--- config.mk ---
export PLATFORM = sky130hd
export DESIGN_NAME = rr_arbiter_mux4
export DESIGN_NICKNAME = d
export VERILOG_FILES = /design/src/rtl/rr_arb_pkg.sv /design/src/rtl/rr_pick4.sv /design/src/rtl/rr_arbiter_mux4.sv
export SDC_FILE = /design/constraint.sdc
export NUM_CORES = 1
export LEC_CHECK = 0
export CORE_ASPECT_RATIO = 1.25
export CORE_MARGIN = 5
export CORE_UTILIZATION = 40
export CTS_CLUSTER_SIZE = 24
export DETAILED_ROUTE_END_ITERATION = 10
export PLACE_DENSITY = 0.66
export SLEW_MARGIN = 20
export SYNTH_ARGS = -nofsm -noshare
export SYNTH_HDL_FRONTEND = slang
export SYNTH_SLANG_ARGS = --single-unit
--- constraint.sdc ---
create_clock -name clk -period 2.51 [get_ports clk]
set_clock_uncertainty 0.2 [all_clocks]
set_input_delay 0.6275 -clock clk [delete_from_list [all_inputs] [get_ports clk]]
set_output_delay 0.6275 -clock clk [all_outputs]
set_load 0.005 [all_outputs]
--- src/rtl/rr_arb_pkg.sv ---
// Shared definitions for the four-way round-robin arbiter.
//   - state_e : arbiter FSM states
//   - N_REQ   : number of requesters
//   - SEL_W   : width of the mux select / priority pointer
//   - PTR_RST : pointer value after reset (source 0 searched first)
//   - onehot4 : index -> one-hot grant vector
package rr_arb_pkg;

  localparam int N_REQ = 4;
  localparam int SEL_W = 2;

  typedef enum logic [0:0] {
    ST_IDLE  = 1'b0,
    ST_GRANT = 1'b1
  } state_e;

  localparam logic [SEL_W-1:0] PTR_RST = 2'd3;

  function automatic logic [N_REQ-1:0] onehot4(input logic [SEL_W-1:0] idx);
    onehot4 = 4'b0001 << idx;
  endfunction

endpackage

--- src/rtl/rr_pick4.sv ---
// Combinational round-robin picker.
// Searches req_i starting one position after ptr_i and wrapping around,
// so the source at ptr_i itself is examined last.
//   req_i   [3:0] request vector
//   ptr_i   [1:0] index of the most recently served source
//   found_o       at least one request is set
//   idx_o   [1:0] index of the winning source (0 when none)
module rr_pick4
  import rr_arb_pkg::*;
(
  input  logic [N_REQ-1:0] req_i,
  input  logic [SEL_W-1:0] ptr_i,
  output logic             found_o,
  output logic [SEL_W-1:0] idx_o
);

  logic [SEL_W-1:0] cand1_d;
  logic [SEL_W-1:0] cand2_d;
  logic [SEL_W-1:0] cand3_d;

  // 2-bit addition wraps naturally, giving the modulo-4 search order
  assign cand1_d = ptr_i + 2'd1;
  assign cand2_d = ptr_i + 2'd2;
  assign cand3_d = ptr_i + 2'd3;

  // first set request in rotated priority order wins
  always_comb begin
    found_o = 1'b0;
    idx_o   = 2'd0;
    if (req_i[cand1_d]) begin
      found_o = 1'b1;
      idx_o   = cand1_d;
    end else if (req_i[cand2_d]) begin
      found_o = 1'b1;
      idx_o   = cand2_d;
    end else if (req_i[cand3_d]) begin
      found_o = 1'b1;
      idx_o   = cand3_d;
    end else if (req_i[ptr_i]) begin
      found_o = 1'b1;
      idx_o   = ptr_i;
    end else begin
      found_o = 1'b0;
      idx_o   = 2'd0;
    end
  end

endmodule

--- src/rtl/rr_arbiter_mux4.sv ---
// Round-robin arbiter in front of a shared 4:1, 4-bit mux channel.
// Grants one source at a time, drives the mux select and holds the grant
// until ack, withdrawal of the request, or an age timeout.
//   clk        system clock, rising edge
//   rst_n      asynchronous active-low reset
//   req_i[3:0] per-source request
//   ack_i      consumer accepted channel data (only meaningful while valid)
//   sel_o[1:0] mux select, index of granted source (holds while idle)
//   gnt_o[3:0] one-hot grant
//   valid_o    grant active / channel data valid
//   done_o     one-cycle pulse, transfer acknowledged
//   timeout_o  one-cycle pulse, grant released by timeout
module rr_arbiter_mux4
  import rr_arb_pkg::*;
#(
  parameter int P_TIMEOUT = 15,
  parameter int P_CNT_W   = 4
) (
  input  logic             clk,
  input  logic             rst_n,
  input  logic [N_REQ-1:0] req_i,
  input  logic             ack_i,
  output logic [SEL_W-1:0] sel_o,
  output logic [N_REQ-1:0] gnt_o,
  output logic             valid_o,
  output logic             done_o,
  output logic             timeout_o
);

  localparam logic [P_CNT_W-1:0] LP_AGE_LAST = P_CNT_W'(P_TIMEOUT - 1);
  localparam logic [P_CNT_W-1:0] LP_AGE_ONE  = P_CNT_W'(1);

  state_e             state_q;
  logic [SEL_W-1:0]   ptr_q;
  logic [P_CNT_W-1:0] age_q;
  logic [SEL_W-1:0]   sel_q;
  logic [N_REQ-1:0]   gnt_q;
  logic               valid_q;
  logic               done_q;
  logic               timeout_q;

  logic [SEL_W-1:0]   arb_ptr_d;
  logic               win_found_d;
  logic [SEL_W-1:0]   win_idx_d;
  logic               rel_ack_d;
  logic               rel_wd_d;
  logic               rel_to_d;
  logic               release_d;

  // Every release in GRANT moves ptr to sel before re-arbitrating, so the
  // picker can be fed sel directly in that state and a single instance
  // covers both the idle search and back-to-back re-grants.
  assign arb_ptr_d = (state_q == ST_GRANT) ? sel_q : ptr_q;

  rr_pick4 u_pick (
    .req_i   (req_i),
    .ptr_i   (arb_ptr_d),
    .found_o (win_found_d),
    .idx_o   (win_idx_d)
  );

  assign rel_ack_d = ack_i;
  assign rel_wd_d  = ~req_i[sel_q];
  assign rel_to_d  = (age_q == LP_AGE_LAST);
  assign release_d = rel_ack_d | rel_wd_d | rel_to_d;

  // arbiter FSM with registered channel outputs
  always_ff @(posedge clk or negedge rst_n) begin
    if (!rst_n) begin
      state_q   <= ST_IDLE;
      ptr_q     <= PTR_RST;
      age_q     <= '0;
      sel_q     <= 2'd0;
      gnt_q     <= 4'b0000;
      valid_q   <= 1'b0;
      done_q    <= 1'b0;
      timeout_q <= 1'b0;
    end else begin
      done_q    <= 1'b0;
      timeout_q <= 1'b0;
      case (state_q)
        ST_IDLE: begin
          if (win_found_d) begin
            state_q <= ST_GRANT;
            sel_q   <= win_idx_d;
            gnt_q   <= onehot4(win_idx_d);
            valid_q <= 1'b1;
            age_q   <= '0;
          end else begin
            // sel keeps its last value so the mux output stays stable
            valid_q <= 1'b0;
            gnt_q   <= 4'b0000;
          end
        end
        ST_GRANT: begin
          if (release_d) begin
            ptr_q     <= sel_q;
            // ack outranks both withdrawal and timeout
            done_q    <= rel_ack_d;
            timeout_q <= ~rel_ack_d & ~rel_wd_d & rel_to_d;
            if (win_found_d) begin
              sel_q   <= win_idx_d;
              gnt_q   <= onehot4(win_idx_d);
              valid_q <= 1'b1;
              age_q   <= '0;
            end else begin
              state_q <= ST_IDLE;
              gnt_q   <= 4'b0000;
              valid_q <= 1'b0;
              age_q   <= '0;
            end
          end else begin
            age_q <= age_q + LP_AGE_ONE;
          end
        end
        default: begin
          state_q <= ST_IDLE;
          gnt_q   <= 4'b0000;
          valid_q <= 1'b0;
          age_q   <= '0;
        end
      endcase
    end
  end

  assign sel_o     = sel_q;
  assign gnt_o     = gnt_q;
  assign valid_o   = valid_q;
  assign done_o    = done_q;
  assign timeout_o = timeout_q;

endmodule

# After elaboration in Yosys (flattened, before gate mapping)
# Cells that the tools add are included.
op_classes:
  add_sub_neg: 4
  n_lt_le_gt_ge: 5
  n_eq_ne: 3
  n_bitwise: 7
  reduce_logical: 1
  muxes: 37
  n_shift: 1
ops:
  columns: ["operator", "count"]
  rows:
  - ["$mux W1", 16]
  - ["$mux W4", 4]
  - ["$pmux W4 S2", 2]
  - ["$lt A2 B3 Y1 const B", 5]
  - ["$mux W2", 7]
  - ["$bmux W1 S2", 5]
  - ["$add A2 B2 Y2 const B", 2]
  - ["$add A4 B1 Y4 const B", 1]
  - ["$eq A4 B4 Y1 const B", 1]
  - ["$ne A2 B1 Y1 const B", 2]
  - ["$pmux W1 S2", 2]
  - ["$pmux W2 S2", 1]
  - ["$shl A1 B2 Y4 const A", 1]
  - ["$not A1 Y1", 3]
  - ["$add A2 B1 Y2 const B", 1]
  - ["$and A1 B1 Y1", 2]
  - ["$or A1 B1 Y1", 2]
  - ["$reduce_and A2 Y1", 1]
word_totals:
  regBits: 16
  word_cells: 66
  out_inout_bits: 9

# Depth between registers and ports, before layout
depth:
  depth_word: 11
  ltp_mapped: 7

# By module
# From an unflattened synthesis, not the netlist that was laid out.
unflattened:
  cells_unflattened: 92
  hier_area_um2: 939.7
modules_own_cells:
  columns: ["module", "area_each_um2", "n_inst", "cells_each"]
  rows:
  - ["rr_arbiter_mux4", 848.3, 1, 78]
  - ["rr_pick4", 91.3, 1, 14]

# Least setup slack after synthesis
# Ideal clock, no wire load.
synth_timing:
  path_kind: "input to register"
  start: "input port req_i[3]"
  end: "register sel_q[0] (netlist: sel_o[0])"
  slack_ns: 0.386
  n_path_buf: 1
  cell_stages: 5
  setup_time_ns: 0.128
  arrival_time_ns: 1.797
  path_cell_list: "mux4_2 and4b_1 buf_6 nor2_4 mux2_1"
synth_between:
  elab_chain_len: 9
  word_cells_on_any_way: 25
synth_rtl:
  columns: ["element", "line", "rtl"]
  rows:
  - ["start, declared", "rr_arbiter_mux4.sv:21", "input logic [N_REQ-1:0] req_i,"]
  - ["$bmux W1 S2", "rr_pick4.sv:39", "end else if (req_i[ptr_i]) begin"]
  - ["$mux W1 (implied by the code)", "rr_pick4.sv:39", null]
  - ["$mux W2 or $mux W1 (tied branches)", "rr_pick4.sv:39", null]
  - ["$mux W2 or $mux W1 (tied branches)", "rr_pick4.sv:36", "end else if (req_i[cand3_d]) begin"]
  - ["$mux W2 or $mux W1 (tied branches)", "rr_pick4.sv:33", "end else if (req_i[cand2_d]) begin"]
  - ["$mux W2 or $mux W1 (tied branches)", "rr_pick4.sv:30", "if (req_i[cand1_d]) begin"]
  - ["$mux W2", "rr_arbiter_mux4.sv:83, rr_arbiter_mux4.sv:101", null]
  - ["$mux W2", "rr_arbiter_mux4.sv:96", "if (release_d) begin"]
  - ["$pmux W2 S2", "rr_arbiter_mux4.sv:81", "case (state_q)"]
  - ["end signal, assigned", "rr_arbiter_mux4.sv:85", "sel_q <= win_idx_d;"]
  - ["end signal, assigned", "rr_arbiter_mux4.sv:102", "sel_q <= win_idx_d;"]
  - ["end, declared", "rr_arbiter_mux4.sv:36", "logic [SEL_W-1:0] sel_q;"]
# Several ways; a longest one is shown, not always the timed one. The select of a mux whose other input is x is not followed.
# A chain may end at the register's enable or synchronous reset.

# Final worst setup path
# Ends and elaborated chain as after synthesis.

==> results.py <==
metrics = {
    "final_layout": {
        "fillers": 190,
        "drive_gt1_share_pct": 18.7,
        "area_growth_syn_to_layout_pct": 29.1,
        "fin_nets": 117,
        "diodes": 0,
        "finish.utilization_pct": 52.6,
    },
    "clocking": {
        "cts_root_buf": "clkbuf_4",
        "cts_resized": 0,
        "clk_pin_slew_ns": 0.10,
        "cts_setup_buffers": 0,
        "clockBufferDepth": 2,
        "clk_latency_ns": 0.28,
        "postCtsHoldBufs": 0,
        "cts_tree": "built",
        "cts_inserted_buffers": 3,
        "cts_num_sinks": 16,
        "clock_tree.htree_level_count": 1,
    },
    "critical_path": {
        "worstPathMaxFanout": 6,
        "path_buf_inv": 1,
        "reg2reg_depth": 4,
        "cpLargestDelayFamily": "multiplexers",
        "cpPeakStageDelay_ns": 0.48,
        "reg2reg_to": "sel_o[0]$_DFFE_PN0P_",
        "r2r-start": "sel_o[1]$_DFFE_PN0P_",
        "endpoint_kind": "register",
        "cp_cell_sequence": "clkdlybuf4s50_1 > mux4_2 > and4b_1 > nor2_4 > mux2_1",
        "cp.depth": 5,
        "start_kind": "primary input",
        "path_class": "primary input to register",
        "endpoint": "sel_o[0]$_DFFE_PN0P_",
        "arrival_ns": 2.28,
        "cp_data_required_time_ns": 2.47,
        "slowest_stage": "mux4_2",
        "reg2reg_slack_ns": 0.45,
        "startpoint": "req_i[3]",
    },
    "yosys": {
        "async_flop_share_pct": 100,
        "synth.distinct_cells": 37,
        "yosys_warnings": 0,
        "synthesis.nets": 90,
        "synthCells": 81,
        "synth_edf_count": 0,
        "syn_avg_cell_area_um2": 10.8,
        "ys_ff_latch": 16,
        "yosysSeqAreaShare_pct": 46.2,
        "synthesis.area_um2": 872,
        "synth_flop_cell": "dfrtp_1",
    },
    "sta": {
        "hold_viol": 0,
        "setup_viol": 0,
        "drv_slew": 0,
        "rsz0062_at_grt": "false",
        "setup_ws_ns": 0.194,
        "slew_headroom_pct": 64.4,
        "min_period_ns": 2.32,
        "max_freq_mhz": 432,
        "fin_crit_sh_pct": 92.3,
        "tightest_slew_ns": 0.527,
    },
    "global_route": {
        "grt_pass1_wl_mm": 3.09,
        "antenna_found_initial": 0,
        "grt_max_degree": 17,
        "grt_usage_pct": 12.0,
        "gr-total-overflow": 0,
        "grt_pass1_vias": 705,
    },
    "pwr": {
        "peakVddDrop_v": 0.000510,
        "total_leakage_power_nw": 0.473,
        "finalPower_mw": 0.942,
        "powerDensity_nw_per_um2": 837,
    },
    "min_path": {
        "hold_depth": 2,
        "hp-class": "register to register",
    },
    "floorplan": {
        "placementRows": 19,
        "die_w_um": 51.8,
        "start_util_pct": 40.8,
        "core_um2": 2140,
        "io_pins": 16,
        "die_h_um": 62.2,
        "die_area_um2": 3220,
    },
    "route": {
        "drc": 0,
        "wire_per_inst_um": 13.4,
        "drt_wl_total_mm": 1.72,
        "ant_nets": 0,
        "num_vias": 701,
        "first_pass_iters": 4,
        "viasPerCell": 5.48,
        "drt_iter0_drc": 11,
    },
    "placed_design": {
        "numPortBuffers": 15,
        "detailed_place_hpwl_mm": 1.35,
        "dp_worst_setup_slack_ns": -0.0998,
        "gp_congestion": 0.801,
    },
    "run": {
        "drv_cap": 0,
    },
    "run_status": {
        "status": "completed",
    },
}
==> synth_stat cells (2+ instances only) <==
| cell | number | area [µm²] |
|---|---|---|
| dfrtp_1 | 14 | 350 |
| o211ai_1 | 2 | 15.0 |
| o21a_1 | 2 | 15.0 |
| a21oi_1 | 3 | 15.0 |
| nand2_1 | 6 | 22.5 |
| and2_1 | 3 | 18.8 |
| ha_1 | 2 | 25.0 |
| dfstp_2 | 2 | 52.6 |
| nor2b_1 | 4 | 25.0 |
| nor2_1 | 5 | 18.8 |
| nand3_1 | 4 | 20.0 |
| mux2_1 | 4 | 45.0 |
| inv_1 | 5 | 18.8 |
| mux2i_1 | 2 | 20.0 |
==> per-layer routing <==
layer	GRT usage, %	part of all wire (%)
met1	16.3	46
met2	18.3	46
met5	0	0
met4	3.93	1.3
met3	3.35	6.0
==> sequential cells by signal (all words and copies together) (netlist names) <==
| signal | cells |
|---|---|
| gnt_o | 4 |
| timeout_o | 1 |
| state_q | 1 |
| sel_o | 2 |
| ptr_q | 2 |
| done_o | 1 |
| valid_o | 1 |
| age_q | 4 |
==> power breakdown <==
part	internal (mW)	switching [mW]
registers	0.343	0.0751
logic	0.226	0.158
clock network	0.0616	0.0783
==> layout by cell type, fill, tap and decap left out, types with 2 or more instances in the layout <==
cell	n
o211ai_1	2
nor2b_1	4
o21a_1	2
nor2_1	5
buf_4	9
dfstp_2	2
clkdlybuf4s50_1	15
inv_1	5
mux2i_1	2
dfrtp_1	14
and2_1	3
ha_1	2
a21oi_1	3
mux2_1	4
nand2_1	6
nand3_1	4
clkbuf_4	3
==> through the flow <==
step	area, µm²	instances	hold slack (ns)	TNS, ns
3_3_place_gp	1100	124	0.261	-0.358
6_report	1130	128	0.287	0
5_1_grt	1130	128	0.344	0
4_1_cts	1130	128	0.298	0
2_1_floorplan	872	81	0.132	0
3_5_place_dp	1100	124	0.272	-0.494
==> worst register-to-register path, delay by kind of cell, from the launching register on <==
kind | cells | cell delay (ns)
muxes | 2 | 0.86
DFF | 1 | 0.47
and+or+nand+nor | 2 | 0.43
==> logic make-up (layout without fill, tap and decap cells) <==
| kind of cell | count (synthesis) | count (layout) | share of synthesized area, % |
|---|---|---|---|
| fa+ha+maj | 2 | 2 | 2.87 |
| mux | 8 | 8 | 11.3 |
| simple gates | 29 | 29 | 19.2 |
| compound gates | 18 | 18 | 15.9 |
| flops | 16 | 16 | 46.2 |
| buf+inv | 8 | 34 | 4.45 |
==> worst min path at each step <==
stage | startpoint | to | slack (ns)
global route | valid_o$_DFFE_PN0P_ | valid_o$_DFFE_PN0P_ | 0.34
detailed placement | gnt_o[0]$_DFFE_PN0P_ | gnt_o[0]$_DFFE_PN0P_ | 0.27
floorplan | rst_n | age_q[0]$_DFFE_PN0P_ | 0.13
CTS | gnt_o[0]$_DFFE_PN0P_ | gnt_o[0]$_DFFE_PN0P_ | 0.30
finish | gnt_o[2]$_DFFE_PN0P_ | gnt_o[2]$_DFFE_PN0P_ | 0.29
global placement | gnt_o[2]$_DFFE_PN0P_ | gnt_o[2]$_DFFE_PN0P_ | 0.26
==> area by class of cell <==
type	instances	area, µm²	share of cell area [%]
Sequential cell	16	403	35.8
Clock buffer	4	26.3	2.33
Tap cell	21	26.3	2.33
Inverter	6	22.5	2.00
Multi-Input combinational cell	57	430	38.2
Timing Repair Buffer	24	218	19.3
Note: power is estimated with default switching activity, not from simulation.
